[src/rtl/game_time_display.sv]
// Converts the game clock's tenths count to BCD and scans it onto a 4-digit active-low 7-segment display.
// Latency: 12 cycles from new COUNT_IN to BCD_VALID; display lags index/BCD by one cycle. No backpressure; input changes mid-conversion are resampled in IDLE.
// Optional LEADING_ZERO_BLANK_EN blanks leading-zero hundreds/tens digits.
module game_time_display #(
    parameter int SCAN_DIV = 10000
) (
    input  logic        CLOCK10M,
    input  logic        RST_N,
    input  logic [9:0]  COUNT_IN,
    output logic [15:0] BCD_OUT,
    output logic        BCD_VALID,
    output logic [3:0]  DIGIT_SEL,
    output logic [6:0]  SEG_OUT,
    output logic        DP_OUT
);

    localparam int PW = (SCAN_DIV > 2) ? $clog2(SCAN_DIV) : 1;
    localparam logic [PW-1:0] PRESC_LAST = PW'(SCAN_DIV - 1);

    typedef enum logic [1:0] {
        ST_IDLE = 2'd0,
        ST_CONV = 2'd1,
        ST_DONE = 2'd2
    } state_t;

    state_t        r_state, w_state_nxt;
    logic [9:0]    r_last, w_last_nxt;
    logic [9:0]    r_bin, w_bin_nxt;
    logic [15:0]   r_acc, w_acc_nxt;
    logic [3:0]    r_iter, w_iter_nxt;
    logic [15:0]   r_bcd, w_bcd_nxt;
    logic          r_vld, w_vld_nxt;
    logic [15:0]   w_adj;

    logic [PW-1:0] r_presc;
    logic [1:0]    r_idx;
    logic [3:0]    r_sel;
    logic [6:0]    r_seg;
    logic          r_dp;
    logic [3:0]    w_digit;
    logic [6:0]    w_seg;

    function automatic logic [15:0] add3(input logic [15:0] a);
        logic [15:0] r;
        r = a;
        for (int i = 0; i < 4; i++) begin
            if (a[4*i +: 4] >= 4'd5) r[4*i +: 4] = a[4*i +: 4] + 4'd3;
        end
        return r;
    endfunction

    function automatic logic [6:0] seg_decode(input logic [3:0] d);
        logic [6:0] s;
        case (d)
            4'd0:    s = 7'b1000000;
            4'd1:    s = 7'b1111001;
            4'd2:    s = 7'b0100100;
            4'd3:    s = 7'b0110000;
            4'd4:    s = 7'b0011001;
            4'd5:    s = 7'b0010010;
            4'd6:    s = 7'b0000010;
            4'd7:    s = 7'b1111000;
            4'd8:    s = 7'b0000000;
            4'd9:    s = 7'b0010000;
            default: s = 7'b1111111;
        endcase
        return s;
    endfunction

    always_ff @(posedge CLOCK10M or negedge RST_N) begin
        if (!RST_N) begin
            r_state <= ST_IDLE;
            r_last  <= '0;
            r_bin   <= '0;
            r_acc   <= '0;
            r_iter  <= '0;
            r_bcd   <= '0;
            r_vld   <= 1'b0;
        end else begin
            r_state <= w_state_nxt;
            r_last  <= w_last_nxt;
            r_bin   <= w_bin_nxt;
            r_acc   <= w_acc_nxt;
            r_iter  <= w_iter_nxt;
            r_bcd   <= w_bcd_nxt;
            r_vld   <= w_vld_nxt;
        end
    end

    always_comb begin
        w_state_nxt = r_state;
        w_last_nxt  = r_last;
        w_bin_nxt   = r_bin;
        w_acc_nxt   = r_acc;
        w_iter_nxt  = r_iter;
        w_bcd_nxt   = r_bcd;
        w_vld_nxt   = 1'b0;
        w_adj       = add3(r_acc);
        case (r_state)
            ST_IDLE: begin
                if (COUNT_IN != r_last) begin
                    w_last_nxt  = COUNT_IN;
                    w_bin_nxt   = COUNT_IN;
                    w_acc_nxt   = '0;
                    w_iter_nxt  = '0;
                    w_state_nxt = ST_CONV;
                end
            end
            ST_CONV: begin
                // One double-dabble step: correct digits, then shift the binary MSB in.
                w_acc_nxt  = {w_adj[14:0], r_bin[9]};
                w_bin_nxt  = {r_bin[8:0], 1'b0};
                w_iter_nxt = r_iter + 4'd1;
                if (r_iter == 4'd9) w_state_nxt = ST_DONE;
            end
            ST_DONE: begin
                w_bcd_nxt   = r_acc;
                w_vld_nxt   = 1'b1;
                w_state_nxt = ST_IDLE;
            end
            default: w_state_nxt = ST_IDLE;
        endcase
    end

    always_ff @(posedge CLOCK10M or negedge RST_N) begin
        if (!RST_N) begin
            r_presc <= '0;
            r_idx   <= '0;
        end else if (r_presc == PRESC_LAST) begin
            r_presc <= '0;
            r_idx   <= r_idx + 2'd1;
        end else begin
            r_presc <= r_presc + 1'b1;
        end
    end

    always_comb begin
        w_digit = r_bcd[4*r_idx +: 4];
        w_seg   = seg_decode(w_digit);
`ifdef LEADING_ZERO_BLANK_EN
        if (r_idx == 2'd3 && r_bcd[15:12] == 4'd0) w_seg = 7'b1111111;
        if (r_idx == 2'd2 && r_bcd[15:8] == 8'd0)  w_seg = 7'b1111111;
`endif
    end

    always_ff @(posedge CLOCK10M or negedge RST_N) begin
        if (!RST_N) begin
            r_sel <= 4'b0001;
            r_seg <= 7'b1000000;
            r_dp  <= 1'b1;
        end else begin
            r_sel <= 4'b0001 << r_idx;
            r_seg <= w_seg;
            r_dp  <= (r_idx != 2'd1);
        end
    end

    assign BCD_OUT   = r_bcd;
    assign BCD_VALID = r_vld;
    assign DIGIT_SEL = r_sel;
    assign SEG_OUT   = r_seg;
    assign DP_OUT    = r_dp;

endmodule

[config.mk]
export PLATFORM = sky130hd
export DESIGN_NAME = game_time_display
export DESIGN_NICKNAME = d
export VERILOG_FILES = /design/src/rtl/game_time_display.sv
export SDC_FILE = /design/constraint.sdc
export NUM_CORES = 1
export LEC_CHECK = 0
export BUFFER_PORTS_ARGS = -buffer_cell sky130_fd_sc_hd__buf_2
export CORE_AREA = 2 2 101 103
export CTS_CLUSTER_SIZE = 40
export DETAILED_ROUTE_END_ITERATION = 7
export DIE_AREA = 0 0 103 105
export PLACE_DENSITY_LB_ADDON = 0.1
export SLEW_MARGIN = 0
export SYNTH_ARGS = -nofsm -noshare
export SYNTH_HDL_FRONTEND = slang
export SYNTH_SLANG_ARGS = --single-unit
[constraint.sdc]
create_clock -name CLOCK10M -period 2 [get_ports CLOCK10M]
set_input_delay 0.4 -clock CLOCK10M [delete_from_list [all_inputs] [get_ports CLOCK10M]]
set_output_delay 0.4 -clock CLOCK10M [all_outputs]
set_load 0.01 [all_outputs]
Word-level counts from Yosys, hierarchy flattened. Memory sizes are Yosys's and may differ from the RTL's. A register that Yosys moved wholly into a read port is not among the register bits. Index checks and enable logic that the tools add are counted.

Add/subtract/negate cells: 7. Order comparisons: 4. Eq/ne operators: 8. Shift operators: 2. Mux-type cells: 15. Reductions and logical operators: 6.

Operators with widths (number): $pmux 16 s2 (1); $pmux 10 s2 (1); $ge 4x3->1 const B (4); $mux 16 (1); $mux 4 (4); $shiftx 16x5->4 (1); $add 14x1->14 const B (1); $eq 14x14->1 const B (1); $mux 14 (1); $add 4x2->4 const B (3); $mux 10 (1); $ne 10x10->1 (1); $pmux 4 s2 (1); $reduce_and 2->1 (3); $add 4x1->4 const B (1); $eq 4x4->1 const B (1); $mux 2 (2); $ne 2x2->1 const B (2); $pmux 2 s2 (1); $shl 1x2->4 const A (1); $add 3x2->3 const B (1); $mux 3 (1); $add 2x1->2 const B (1); $eq 2x1->1 const B (1); other kinds (6) (6).

Register bits: 80. ROM bits: 112. Word-level logic and storage cells: 54. Memories: 1.

Memory list: (name not given) (words 16, bits a word 7, rd ports 1, clocked after Yosys merged registers in 1, write ports 0, RTL line 54) `case (d)`.

Depth between registers and ports, before layout.
Depth after elaboration: 3. Mapped depth: 7. Depth with buffers taken out: 6.

Worst setup path before layout. Ideal clock, no wire load.

Path type: register -> register. Start: register r_idx[0]. End: register r_seg[0], in the netlist SEG_OUT[0]. Data arrival time: 1.690 ns. Slack: 0.187 ns. Stages on the path, launching flop included: 7. Buffers on the path: 1. Clock period less this slack: 1.813 ns. Cell sequence: dfrtp_1 > buf_2 > mux4_2 > ha_1 > or2_0 > a21oi_1 > nor2_1.

Word-level cells in the longest chain between the ends: 1.

Ends and longest elaborated chain: from (decl) (RTL line 36) `logic [1:0] r_idx;`; from (signal assigned) (RTL line 131) `r_idx <= r_idx + 2'd1;`; $shiftx 16x5->4 (RTL line 138) `w_digit = r_bcd[4*r_idx +: 4];`; to (decl) (RTL line 38) `logic [6:0] r_seg;`.

Every way passes these cells. A chain may end at the register's enable or synchronous reset.

Final worst setup path. Ends and elaborated chain as after synthesis.

==> insert_results.sql <==
INSERT INTO impl_metrics (metric_group, metric, value, unit) VALUES
('critical_path', 'cp-start-kind', 'flop', ''),
('cells_and_area', 'final_core_utilization', '51.4', '%'),
('place', 'io_buffer_count', '40', ''),
('critical_path', 'critical-path-slowest-cell', 'sky130_fd_sc_hd__mux4_2', ''),
('grt', 'grt_use_total', '16.8', '%'),
('synthesis', 'yosys.cell_count.top_type', 'sky130_fd_sc_hd__dfrtp_1', ''),
('sta', 'final_period_minus_worst_setup_slack', '1.81', 'ns'),
('sta', 'achievable-frequency', '0.551', 'GHz'),
('route', 'dr.pass1.iters', '4', ''),
('sta', 'worst_pin_slew', '0.454', 'ns'),
('power_and_ir_drop', 'fin_total_pwr', '7.05', 'mW'),
('synthesis', 'synth_area_per_cell', '10.5', 'um^2'),
('sta', 'fin_worst_skew', '0.00806', 'ns'),
('status', 'outcome', 'finished, final reports clean', ''),
('min_path', 'timing.hold.worst.class', 'in2async', ''),
('place', 'place.gp.congestion', '0.843', ''),
('clock_tree', 'clock-sinks', '87', ''),
('synthesis', 'ys_dominant_reg_cell', 'sky130_fd_sc_hd__dfrtp_1', ''),
('critical_path', 'path_cells', 'buf_4, mux4_2, or2_0, a21oi_1, nor2_1', ''),
('cells_and_area', 'synthToLayoutAreaGrowth', '15.1', '%'),
('route', 'post_drt_wl_per_cell', '14.0', 'um'),
('sta', 'timing.slew.headroom', '69.7', '%'),
('synthesis', 'synth_top_cells_by_area', 'sky130_fd_sc_hd__dfrtp_1, sky130_fd_sc_hd__ha_1, sky130_fd_sc_hd__nand2_1', ''),
('synthesis', 'synth_top_cell_area_share', '48.9', '%'),
('clock_tree', 'htree_levels', '3', ''),
('floorplanning', 'design.portCount', '41', ''),
('synthesis', 'synth_area', '4300', 'um^2'),
('critical_path', 'timing.critical_path.buf_inv', '1', ''),
('sta', 'report.final.setup_viol', '0', ''),
('clock_tree', 'cts.path.max_buffers', '2', ''),
('critical_path', 'cpLargestDelayFamily', 'multiplexers', ''),
('floorplanning', 'std_cell_rows', '36', ''),
('synthesis', 'synthesis_stage_register_bit_count', '87', ''),
('sta', 'rsz0062_at_grt', 'no', ''),
('grt', 'global_route.overflow_total', '0', ''),
('cells_and_area', 'final-instance-count-excl-fill', '597', ''),
('cells_and_area', 'layout-drive-gt1-share', '21.6', '%'),
('route', 'drt_drc', '0', ''),
('grt', 'pin_count_of_the_biggest_net_entering_global_routing', '88', ''),
('clock_tree', 'clock_latency', '0.35', 'ns'),
('sta', 'timing.hold.ws', '0.0889', 'ns'),
('route', 'routed-via-count', '3033', ''),
('floorplanning', 'dieWidth', '103', 'um'),
('power_and_ir_drop', 'power.static_leakage', '2.33', 'nW'),
('sta', 'timing.setup.tns', '0', 'ns'),
('floorplanning', 'die_area', '10800', 'um^2'),
('critical_path', 'arrival', '2.05', 'ns'),
('route', 'first_iter_violations', '119', ''),
('floorplanning', 'fp.dieH', '105', 'um'),
('grt', 'antenna_found_initial', '0', ''),
('sta', 'min_period_over_period', '90.7', '%'),
('clock_tree', 'clk_pin_slew_worst_paths', '0.08', 'ns'),
('power_and_ir_drop', 'power.density', '1420', 'nW/um^2'),
('synthesis', 'leading_cell_types_by_count_after_synthesis', 'sky130_fd_sc_hd__dfrtp_1, sky130_fd_sc_hd__nand2_1, sky130_fd_sc_hd__o21ai_0, sky130_fd_sc_hd__nor2_1, sky130_fd_sc_hd__inv_1', ''),
('synthesis', 'share_of_flip_flops_with_an_asynchronous_set_or_reset', '100', '%'),
('place', 'placedCellCount', '581', ''),
('cells_and_area', 'design.final.nets', '491', ''),
('grt', 'first_global_vias', '2905', ''),
('clock_tree', 'clock_tree.root_cell', 'sky130_fd_sc_hd__clkbuf_8', ''),
('synthesis', 'number_of_flops_mapped_to_enable_cells_by_yosys', '0', ''),
('cells_and_area', 'antenna_cell_count', '0', ''),
('route', 'drt.antenna.violating_nets', '0', ''),
('floorplanning', 'initial_utilization', '44.6', '%'),
('critical_path', 'endpoint_kind', 'flop', ''),
('synthesis', 'synth.yosys.warnings', '0', ''),
('power_and_ir_drop', 'maximum_vdd_drop', '0.602', 'mV'),
('clock_tree', 'cts_buffers', '9', ''),
('synthesis', 'synthesis.instances', '409', ''),
('synthesis', 'synth_top_area_cell', 'sky130_fd_sc_hd__dfrtp_1', ''),
('sta', 'timing_max_transition_violations_final', '0', ''),
('route', 'postRouteWirelength', '8370', 'um');
## placed cells by master (no fill, tap or decap), drive strengths merged, types with 5 or more instances in the layout
master  instances
xor2           18
a21oi          10
nand2b         10
xnor2          11
o22ai          16
nor2b           9
dfrtp          84
clkbuf         13
buf            59
o31ai           5
and3            7
inv            21
mux2           11
nor3            6
ha             20
nand3           6
o21ai          23
nand2          63
nor2           22
nand4           7
## per-stage QoR
step                      cell area [um^2]  setup WS, ns
after detailed placement              4730        0.0553
after global routing                  4950        0.0730
after global placement                4730         0.100
final                                 4950         0.186
after floorplan                       4300         0.187
after CTS                             4950        0.0897
## registers in the layout (all words and copies together) (netlist names)
register and count:
r_state 2, r_presc 14, r_iter 4, SEG_OUT 7, r_acc 16, r_idx 2
DP_OUT 1, r_bin 10, BCD_OUT 16, DIGIT_SEL 4, r_last 10, BCD_VALID 1
## kinds of logic (layout without fill, tap and decap cells)
family	Yosys count	in the layout	synth area share (%)
AOI/OAI and AO/OA	77	77	12.5
xor gates and xnor gates	29	29	5.91
adders and majority gates	20	20	5.82
buffers and inverters	41	96	3.96
DFF	87	87	50.7
muxes	16	16	5.21
and+or+nand+nor	139	139	15.9
## timing repair
action,4_1_cts,5_1_grt
setup buffers,0,0
gates resized for setup,0,1
setup endpoints to repair,0,1
hold buffers,0,0
## worst paths after layout
path | from | end | slack (ns) | cells past startpoint
max | r_idx[0]$_DFFE_PN0N_ | SEG_OUT[0]$_DFF_PN0_ | 0.19 | 5
min | RST_N | SEG_OUT[2]$_DFF_PN0_ | 0.09 | 2
max reg2reg | r_idx[0]$_DFFE_PN0N_ | SEG_OUT[0]$_DFF_PN0_ | 0.19 | 5
min reg2reg | r_presc[0]$_DFF_PN0_ | r_presc[0]$_DFF_PN0_ | 0.48 | 1
max in group asynchronous | RST_N | r_idx[0]$_DFFE_PN0N_ | 1.55 | 2
min in group CLOCK10M | COUNT_IN[3] | r_last[3]$_DFFE_PN0P_ | 0.28 | 3
## layout make-up
type	instances	area, um^2
flip-flops and latches	87	2180
repair buffers	59	358
clock buffers	13	149
inverters	21	78.8
multi-input cells	281	1950
well taps	133	166
clock inverters	3	67.6
fillers	921	4690
## metal layers
| layer | vias to the layer above | global-route usage [%] | share of wire, % | wire length [um] |
|---|---|---|---|---|
| met2 | 41 | 24.9 | 47 | 3920 |
| met5 | - | 0 | 0 | 0 |
| li1 | 1508 | - | - | - |
| met3 | 9 | 2.81 | 3.1 | 260 |
| met1 | 1475 | 24.5 | 49 | 4080 |
| met4 | 0 | 6.58 | 1.2 | 104 |
## where the power goes
group          leakage, nW  switching, mW  internal, mW
combinational         1.11           1.61          1.32
sequential            1.11          0.436          2.35
clock                0.104          0.596         0.740
total                 2.33           2.64          4.40
Power figures use the tool's default switching activity.
